`src/rtl/signed_or_unsigned_mac.sv`:
```
// Two-stage multiply-accumulate: stage P forms the signed/unsigned product, stage A
// accumulates one vector (delimited by last) and presents its sum with overflow/mixed flags.
module signed_or_unsigned_mac #(
   parameter int unsigned n = 8,
   parameter int unsigned m = 4
) (
   input  logic                 clk,
   input  logic                 rst,
   input  logic                 in_valid,
   output logic                 in_ready,
   input  logic [n-1:0]         a,
   input  logic [n-1:0]         b,
   input  logic                 sign,
   input  logic                 last,
   output logic                 out_valid,
   input  logic                 out_ready,
   output logic [2*n+m-1:0]     out_sum,
   output logic                 out_sign,
   output logic                 out_overflow,
   output logic                 out_mixed
);

   localparam int unsigned PW = 2 * n;
   localparam int unsigned W  = PW + m;

   // Stage P registers
   logic          p_valid_q, p_valid_d;
   logic [PW-1:0] p_prod_q, p_prod_d;
   logic          p_sign_q, p_sign_d;
   logic          p_last_q, p_last_d;

   // Stage A accumulator and per-vector sticky state
   logic [W-1:0]  acc_q, acc_d;
   logic          mode_cap_q, mode_cap_d;
   logic          mode_q, mode_d;
   logic          ovf_q, ovf_d;
   logic          mixed_q, mixed_d;

   // Result registers
   logic          out_valid_q, out_valid_d;
   logic [W-1:0]  out_sum_q, out_sum_d;
   logic          out_sign_q, out_sign_d;
   logic          out_ovf_q, out_ovf_d;
   logic          out_mixed_q, out_mixed_d;

   logic          stall_c;
   logic [PW-1:0] a_ext_c, b_ext_c, prod_c;
   logic          cur_mode_c;
   logic [W-1:0]  ext_c;
   logic [W:0]    sum_full_c;
   logic          step_ovf_c;
   logic          step_mixed_c;

   assign stall_c  = out_valid_q && !out_ready;
   assign in_ready = !stall_c;

   // Low 2n bits of the product of the extended operands equal the true product modulo 2^2n.
   assign a_ext_c = sign ? {{n{a[n-1]}}, a} : {{n{1'b0}}, a};
   assign b_ext_c = sign ? {{n{b[n-1]}}, b} : {{n{1'b0}}, b};
   assign prod_c  = a_ext_c * b_ext_c;

   // First beat of a vector to reach stage A defines the vector mode.
   assign cur_mode_c   = mode_cap_q ? mode_q : p_sign_q;
   assign ext_c        = cur_mode_c ? {{m{p_prod_q[PW-1]}}, p_prod_q} : {{m{1'b0}}, p_prod_q};
   assign sum_full_c   = {1'b0, acc_q} + {1'b0, ext_c};
   assign step_ovf_c   = cur_mode_c
                         ? ((acc_q[W-1] == ext_c[W-1]) && (sum_full_c[W-1] != acc_q[W-1]))
                         : sum_full_c[W];
   assign step_mixed_c = mode_cap_q && (p_sign_q != mode_q);

   always_comb begin
      p_valid_d   = p_valid_q;
      p_prod_d    = p_prod_q;
      p_sign_d    = p_sign_q;
      p_last_d    = p_last_q;
      acc_d       = acc_q;
      mode_cap_d  = mode_cap_q;
      mode_d      = mode_q;
      ovf_d       = ovf_q;
      mixed_d     = mixed_q;
      out_valid_d = out_valid_q;
      out_sum_d   = out_sum_q;
      out_sign_d  = out_sign_q;
      out_ovf_d   = out_ovf_q;
      out_mixed_d = out_mixed_q;

      if (!stall_c) begin
         p_valid_d = in_valid;
         if (in_valid) begin
            p_prod_d = prod_c;
            p_sign_d = sign;
            p_last_d = last;
         end

         // Without a stall the current result is either consumed or idle.
         out_valid_d = 1'b0;
         if (p_valid_q) begin
            if (p_last_q) begin
               out_valid_d = 1'b1;
               out_sum_d   = sum_full_c[W-1:0];
               out_sign_d  = cur_mode_c;
               out_ovf_d   = ovf_q | step_ovf_c;
               out_mixed_d = mixed_q | step_mixed_c;
               acc_d       = '0;
               mode_cap_d  = 1'b0;
               mode_d      = 1'b0;
               ovf_d       = 1'b0;
               mixed_d     = 1'b0;
            end else begin
               acc_d       = sum_full_c[W-1:0];
               mode_cap_d  = 1'b1;
               mode_d      = cur_mode_c;
               ovf_d       = ovf_q | step_ovf_c;
               mixed_d     = mixed_q | step_mixed_c;
            end
         end
      end
   end

   always_ff @(posedge clk or posedge rst) begin
      if (rst) begin
         p_valid_q   <= 1'b0;
         p_prod_q    <= '0;
         p_sign_q    <= 1'b0;
         p_last_q    <= 1'b0;
         acc_q       <= '0;
         mode_cap_q  <= 1'b0;
         mode_q      <= 1'b0;
         ovf_q       <= 1'b0;
         mixed_q     <= 1'b0;
         out_valid_q <= 1'b0;
         out_sum_q   <= '0;
         out_sign_q  <= 1'b0;
         out_ovf_q   <= 1'b0;
         out_mixed_q <= 1'b0;
      end else begin
         p_valid_q   <= p_valid_d;
         p_prod_q    <= p_prod_d;
         p_sign_q    <= p_sign_d;
         p_last_q    <= p_last_d;
         acc_q       <= acc_d;
         mode_cap_q  <= mode_cap_d;
         mode_q      <= mode_d;
         ovf_q       <= ovf_d;
         mixed_q     <= mixed_d;
         out_valid_q <= out_valid_d;
         out_sum_q   <= out_sum_d;
         out_sign_q  <= out_sign_d;
         out_ovf_q   <= out_ovf_d;
         out_mixed_q <= out_mixed_d;
      end
   end

   assign out_valid    = out_valid_q;
   assign out_sum      = out_sum_q;
   assign out_sign     = out_sign_q;
   assign out_overflow = out_ovf_q;
   assign out_mixed    = out_mixed_q;

endmodule

```
`config.mk`:
```
export PLATFORM = sky130hd
export DESIGN_NAME = signed_or_unsigned_mac
export DESIGN_NICKNAME = d
export VERILOG_FILES = /design/src/rtl/signed_or_unsigned_mac.sv
export SDC_FILE = /design/constraint.sdc
export NUM_CORES = 1
export LEC_CHECK = 0
export ABC_AREA = 1
export CAP_MARGIN = 15
export CORE_ASPECT_RATIO = 1.2
export CORE_MARGIN = 5
export CORE_UTILIZATION = 57
export CTS_CLUSTER_SIZE = 25
export DETAILED_ROUTE_END_ITERATION = 8
export GPL_TIMING_DRIVEN = 0
export PLACE_DENSITY = 0.88
export SLEW_MARGIN = 30
export SYNTH_ARGS = -nofsm -noshare
export SYNTH_HDL_FRONTEND = slang
export SYNTH_SLANG_ARGS = --single-unit
```
`constraint.sdc`:
```
create_clock -name clk -period 3.75 [get_ports clk]
set_input_delay 0.375 -clock clk [delete_from_list [all_inputs] [get_ports clk]]
set_output_delay 0.375 -clock clk [all_outputs]
set_load 0.03 [all_outputs]
```
# ---- Word level (Yosys, flattened, before mapping)
# Index checks and enable logic that the tools add are counted.
# Widths: inputs -> output; s select.
dict set report totals {
  rom_bits 0
  reg_bits 67
  ramBits 0
  in_bits 22
  memories 0
  latch_bits 0
}
dict set report op_classes {
  n_reduce_logical 8
  div_mod_pow 0
  n_bitwise 3
  mux 12
  n_addsub 1
  shift 0
  n_eq_ne 3
  mul 1
  n_lt_le_gt_ge 0
}
# op count
set ops {}
lappend ops {{$mux 20} 2}
lappend ops {{$mux 16} 2}
lappend ops {{$add 20x20->21} 1}
lappend ops {{$mul 16x16->16} 1}
lappend ops {{$mux 1} 8}
lappend ops {{$reduce_and 2->1} 2}
lappend ops {{$logic_and 1x1->1} 3}
lappend ops {{$reduce_and 3->1} 1}
lappend ops {{$logic_not 1->1} 2}
lappend ops {{$ne 1x1->1} 2}
lappend ops {{$or 1x1->1} 2}
lappend ops {{$eq 1x1->1} 1}
lappend ops {{$not 1->1} 1}

# ---- Logic depth before layout (Yosys ltp)
dict set report depth {
  ltp_word 8
  depth_mapped 28
}

# ---- Least setup slack after synthesis
# No wires, ideal clock.
dict set report synth_path {
  path_type {input -> register}
  from {input b[1]}
  to {register p_prod_q[14]}
  arrival_ns 5.337
  setup_time_ns 0.117
  n_path_buf 1
  required_ns 3.633
  path_slack_ns -1.704
  stages 23
  cell_sequence {clkbuf_1 -> nand2_1 -> nor2_1 -> inv_1 -> fa_1 -> fa_1 -> inv_1 -> fa_1 -> inv_1 -> fa_1 -> inv_1 -> fa_1 -> inv_1 -> fa_1 -> inv_1 -> ha_1 -> inv_1 -> nor3_1 -> nand3_1 -> o2111ai_1 -> or2_2 -> nand3_1 -> nand2_1}
}
dict set report synth_via {
  elab_chain_cells 2
}
# item line_no
set synth_rtl {}
lappend synth_rtl {{start: declaration} 12} ;# input logic [n-1:0] b,
lappend synth_rtl {{$mux 16} 59} ;# assign b_ext_c = sign ? {{n{b[n-1]}}, b} : {{n{1'b0}}, b};
lappend synth_rtl {{$mul 16x16->16} 60} ;# assign prod_c = a_ext_c * b_ext_c;
lappend synth_rtl {{end signal: assignment} 138} ;# p_prod_q <= p_prod_d;
lappend synth_rtl {{end: declaration} 28} ;# logic [PW-1:0] p_prod_q, p_prod_d;
# Every way passes these cells.
# A chain may end at the register's enable or synchronous reset.

# ---- Final worst setup path
dict set report layout_path {
  from {input sign}
  to {register p_prod_q[15]}
}
dict set report layout_via {
  elab_chain_cells 2
}
# item line_no
set layout_rtl {}
lappend layout_rtl {{start: declaration} 13} ;# input logic sign,
lappend layout_rtl {{$mux 16 (on tied branches)} {58, 59}}
lappend layout_rtl {{$mul 16x16->16 *} 60}
# Mark *: on every way between the ends. The rest lies on a longest branch, timed or not.

==> flow_summary_export.csv <==
group,metric,value,unit
status,status,"finished with violations",
status,failed_checks,"negative setup slack",
setup_path,crit_buf_inv,9,
logic_synthesis,syn_inst,1026,
layout,layout_commonest_cell,"nand2_1",
timing,hold_violations,0,
timing,period_share,131,%
floorplanning,die_area,0.0157,sq mm
layout,layout_common_cells,"nand2_1 (266), inv_1 (180), dfrtp_1 (67), fa_1 (59), ha_1 (55)",
timing,layout_setup_ws,-1.18,ns
layout,stdcell_count,1297,
setup_path,endpoint_kind,"register",
global_route,grt_pass1_vias,7630,
worst_hold_path,hp-class,"input port to async pin",
floorplanning,start_util,57.9,%
setup_path,crit_required,3.98,ns
setup_path,r2r_end,"out_overflow$_DFFE_PP0P_",
cts,clkTransAtPathRegs,0.06,ns
cts,htreeDepth,3,
placed_design,portBuffers,33,
logic_synthesis,avgSynthCellArea,7.40,sq um
routing,drc,0,
logic_synthesis,ys_seq_area_share,22.1,%
cts,cts_hold_buf,0,
floorplanning,io_pins,47,
cts,cts-buffers-inserted,9,
cts,cts_tree,"done",
timing,slew_headroom,52.2,%
timing,tightest_slew,0.710,ns
cts,cts_sinks,67,
floorplanning,die_height,136,um
global_route,grt-ovfl-total,0,
power,combPwrFrac,75.5,%
setup_path,r2r-start,"p_sign_q$_DFFE_PP0P_",
placed_design,placed_cells,1228,
placed_design,dpl.hpwl,15.3,mm
layout,area_growth,27.6,%
layout,stdcell_area,0.00969,sq mm
setup_path,criticalPathCategory,"input port to register",
routing,viasPerCell,5.60,
floorplanning,rows,46,
power,internal-power,4.36,mW
global_route,grt_pass1_wl,36.0,mm
layout,num_antenna_cells,0,
logic_synthesis,synth_cell_type_count,41,
cts,cts_root_buf,"clkbuf_16",
logic_synthesis,ys_warn_count,0,
flow_run,maxCapViolations,0,
placed_design,pre_cts_slack,-2.05,ns
setup_path,max_stage_delay,0.55,ns
setup_path,start_kind,"input port",
routing,drtIter0Drc,476,
cts,cts.path.max_buffers,2,
setup_path,path_max_fanout,8,
setup_path,reg2reg_depth,12,
setup_path,arrival,5.16,ns
routing,wl_per_cell,18.2,um
layout,layout-drive-gt1-share,22.8,%
timing,fin_crit,4.93,ns
timing,setup_violations,9,
timing,fmax,0.203,GHz
timing,rsz0062_at_grt,"true",
power,powerDensity,895,mW/mm^2
power,clock_power_share,10.4,%
timing,drv_slew,0,
floorplanning,chipWidth,115,um
routing,num_vias,7269,
logic_synthesis,synth_nets,1191,
routing,antenna_left,0,
timing,skew,0.00570,ns
cts,clock_latency,0.34,ns
global_route,grt_usage,29.2,%
placed_design,postPlaceCellArea,0.00842,sq mm
placed_design,gp_congestion,0.989,
logic_synthesis,synth_area,0.00760,sq mm
layout,fin_nets,1289,
power,p_leak,5.24,nW
setup_path,critPathTopFamily,"adder cells",
power,power.switching,4.32,mW
global_route,antenna_found_initial,0,
power,swShare,49.8,%
setup_path,crit_slowest_cell,"fa_2",
setup_path,startpoint,"sign",
power,worst_ir_drop_vdd,0.588,mV
logic_synthesis,synth-seq-cells,67,
routing,drt_pass1_iterations,6,
routing,drt_wl_total,23.5,mm
power,p_seq_share,14.1,%
floorplanning,core,0.0131,sq mm
global_route,grt_start_max_net_pins,35,
setup_path,reg2reg_slack,0.82,ns
==> how the worst max path moves through the flow <==
stage / endpoint / slack [ns] / depth (start not counted)
5_1_grt: p_prod_q[15]$_DFFE_PP0P_ / -1.31 / 21
2_1_floorplan: p_prod_q[14]$_DFFE_PP0P_ / -1.14 / 21
3_5_place_dp: p_prod_q[15]$_DFFE_PP0P_ / -2.05 / 22
3_3_place_gp: p_prod_q[15]$_DFFE_PP0P_ / -1.99 / 22
4_1_cts: p_prod_q[15]$_DFFE_PP0P_ / -1.03 / 24
6_report: p_prod_q[15]$_DFFE_PP0P_ / -1.18 / 25
==> timing repair <==
| action | in CTS | in global routing |
|---|---|---|
| endpoints found under the setup margin | 10 | 10 |
| gates resized for setup | 133 | 54 |
| setup buffers | 35 | 19 |
| pin swaps | 60 | 55 |
| hold endpoints to repair | 0 | 0 |
==> metal layers <==
layer	up-vias	track usage [%]	part of all wire [%]
li1	3323	-	-
met1	3430	30.3	34
met2	377	54.3	53
met3	139	4.05	5.5
met4	0	18.1	7.0
met5	-	0	0
==> cell families after synthesis <==
group	synth area share (%)
xor+xnor	2.19
buf+inv	13.0
flops	22.1
compound gates	7.54
simple gates	24.7
fa+ha+maj	30.6
==> cells in the mapped netlist <==
library cell	number	area, sq um
buf_4	4	30.0
o21bai_1	2	15.0
inv_1	220	826
fa_1	71	1420
clkinv_2	3	15.0
xor2_1	12	105
or2_2	7	43.8
xnor2_1	7	61.3
nand4_1	9	56.3
o21ai_0	48	240
a31oi_1	3	18.8
clkbuf_1	14	52.6
o22ai_1	1	6.26
nand2_4	1	11.3
nor3_1	9	45.0
nand3_2	4	40.0
buf_6	1	11.3
or2_1	3	18.8
clkinv_1	1	3.75
a21oi_1	30	150
a21boi_0	1	7.51
nand2_1	292	1100
a211oi_1	1	7.51
o21a_1	1	7.51
nor2_1	49	184
inv_2	2	7.51
o21ai_1	7	35.0
a22o_1	3	26.3
o2111ai_1	1	8.76
a21o_1	3	22.5
nor2_2	3	18.8
nor2_4	2	22.5
nand2_2	11	68.8
nand3_1	43	215
nand3b_1	7	52.6
buf_1	1	3.75
a32o_1	1	10.0
dfrtp_1	67	1680
ha_1	72	901
buf_2	7	35.0
a21oi_2	2	17.5
==> state kept, by name, summed over array words and instances, names as in the netlist <==
signal        cells
out_sign          1
p_prod_q         16
mixed_q           1
p_last_q          1
out_mixed         1
acc_q            20
p_sign_q          1
out_valid         1
out_overflow      1
mode_cap_q        1
ovf_q             1
out_sum          20
p_valid_q         1
mode_q            1
==> layout make-up <==
type	count	area, sq um
multi-input combinational	706	5490
fill	898	3430
sequential	67	1680
inverter	226	895
timing repair buffer	87	797
buffer	27	303
clock buffer	10	229
tap	168	210
clock inverter	6	88.8
==> power by group through the flow <==
| stage | combinational (mW) | clock (mW) | sequential [mW] |
|---|---|---|---|
| after floorplan | 3.63 | 0 | 1.41 |
| after global placement | 4.78 | 0 | 1.22 |
| after detailed placement | 5.00 | 0 | 1.23 |
| after CTS | 5.74 | 0.905 | 1.22 |
| after global routing | 7.09 | 0.935 | 1.26 |
| final | 6.54 | 0.902 | 1.23 |
==> stage by stage <==
stage          TNS, ns  hold slack (ns)  util, %  power, mW
3_5_place_dp    -12.97            0.465     64.1       6.23
5_1_grt          -8.44            0.456     73.9       9.28
4_1_cts          -5.33            0.366     71.7       7.87
3_3_place_gp    -11.97            0.453     64.0       6.00
6_report         -7.34            0.395     73.9       8.67
2_1_floorplan    -5.96            0.450        -       5.04
No activity file was read; power rests on OpenSTA's default activity.
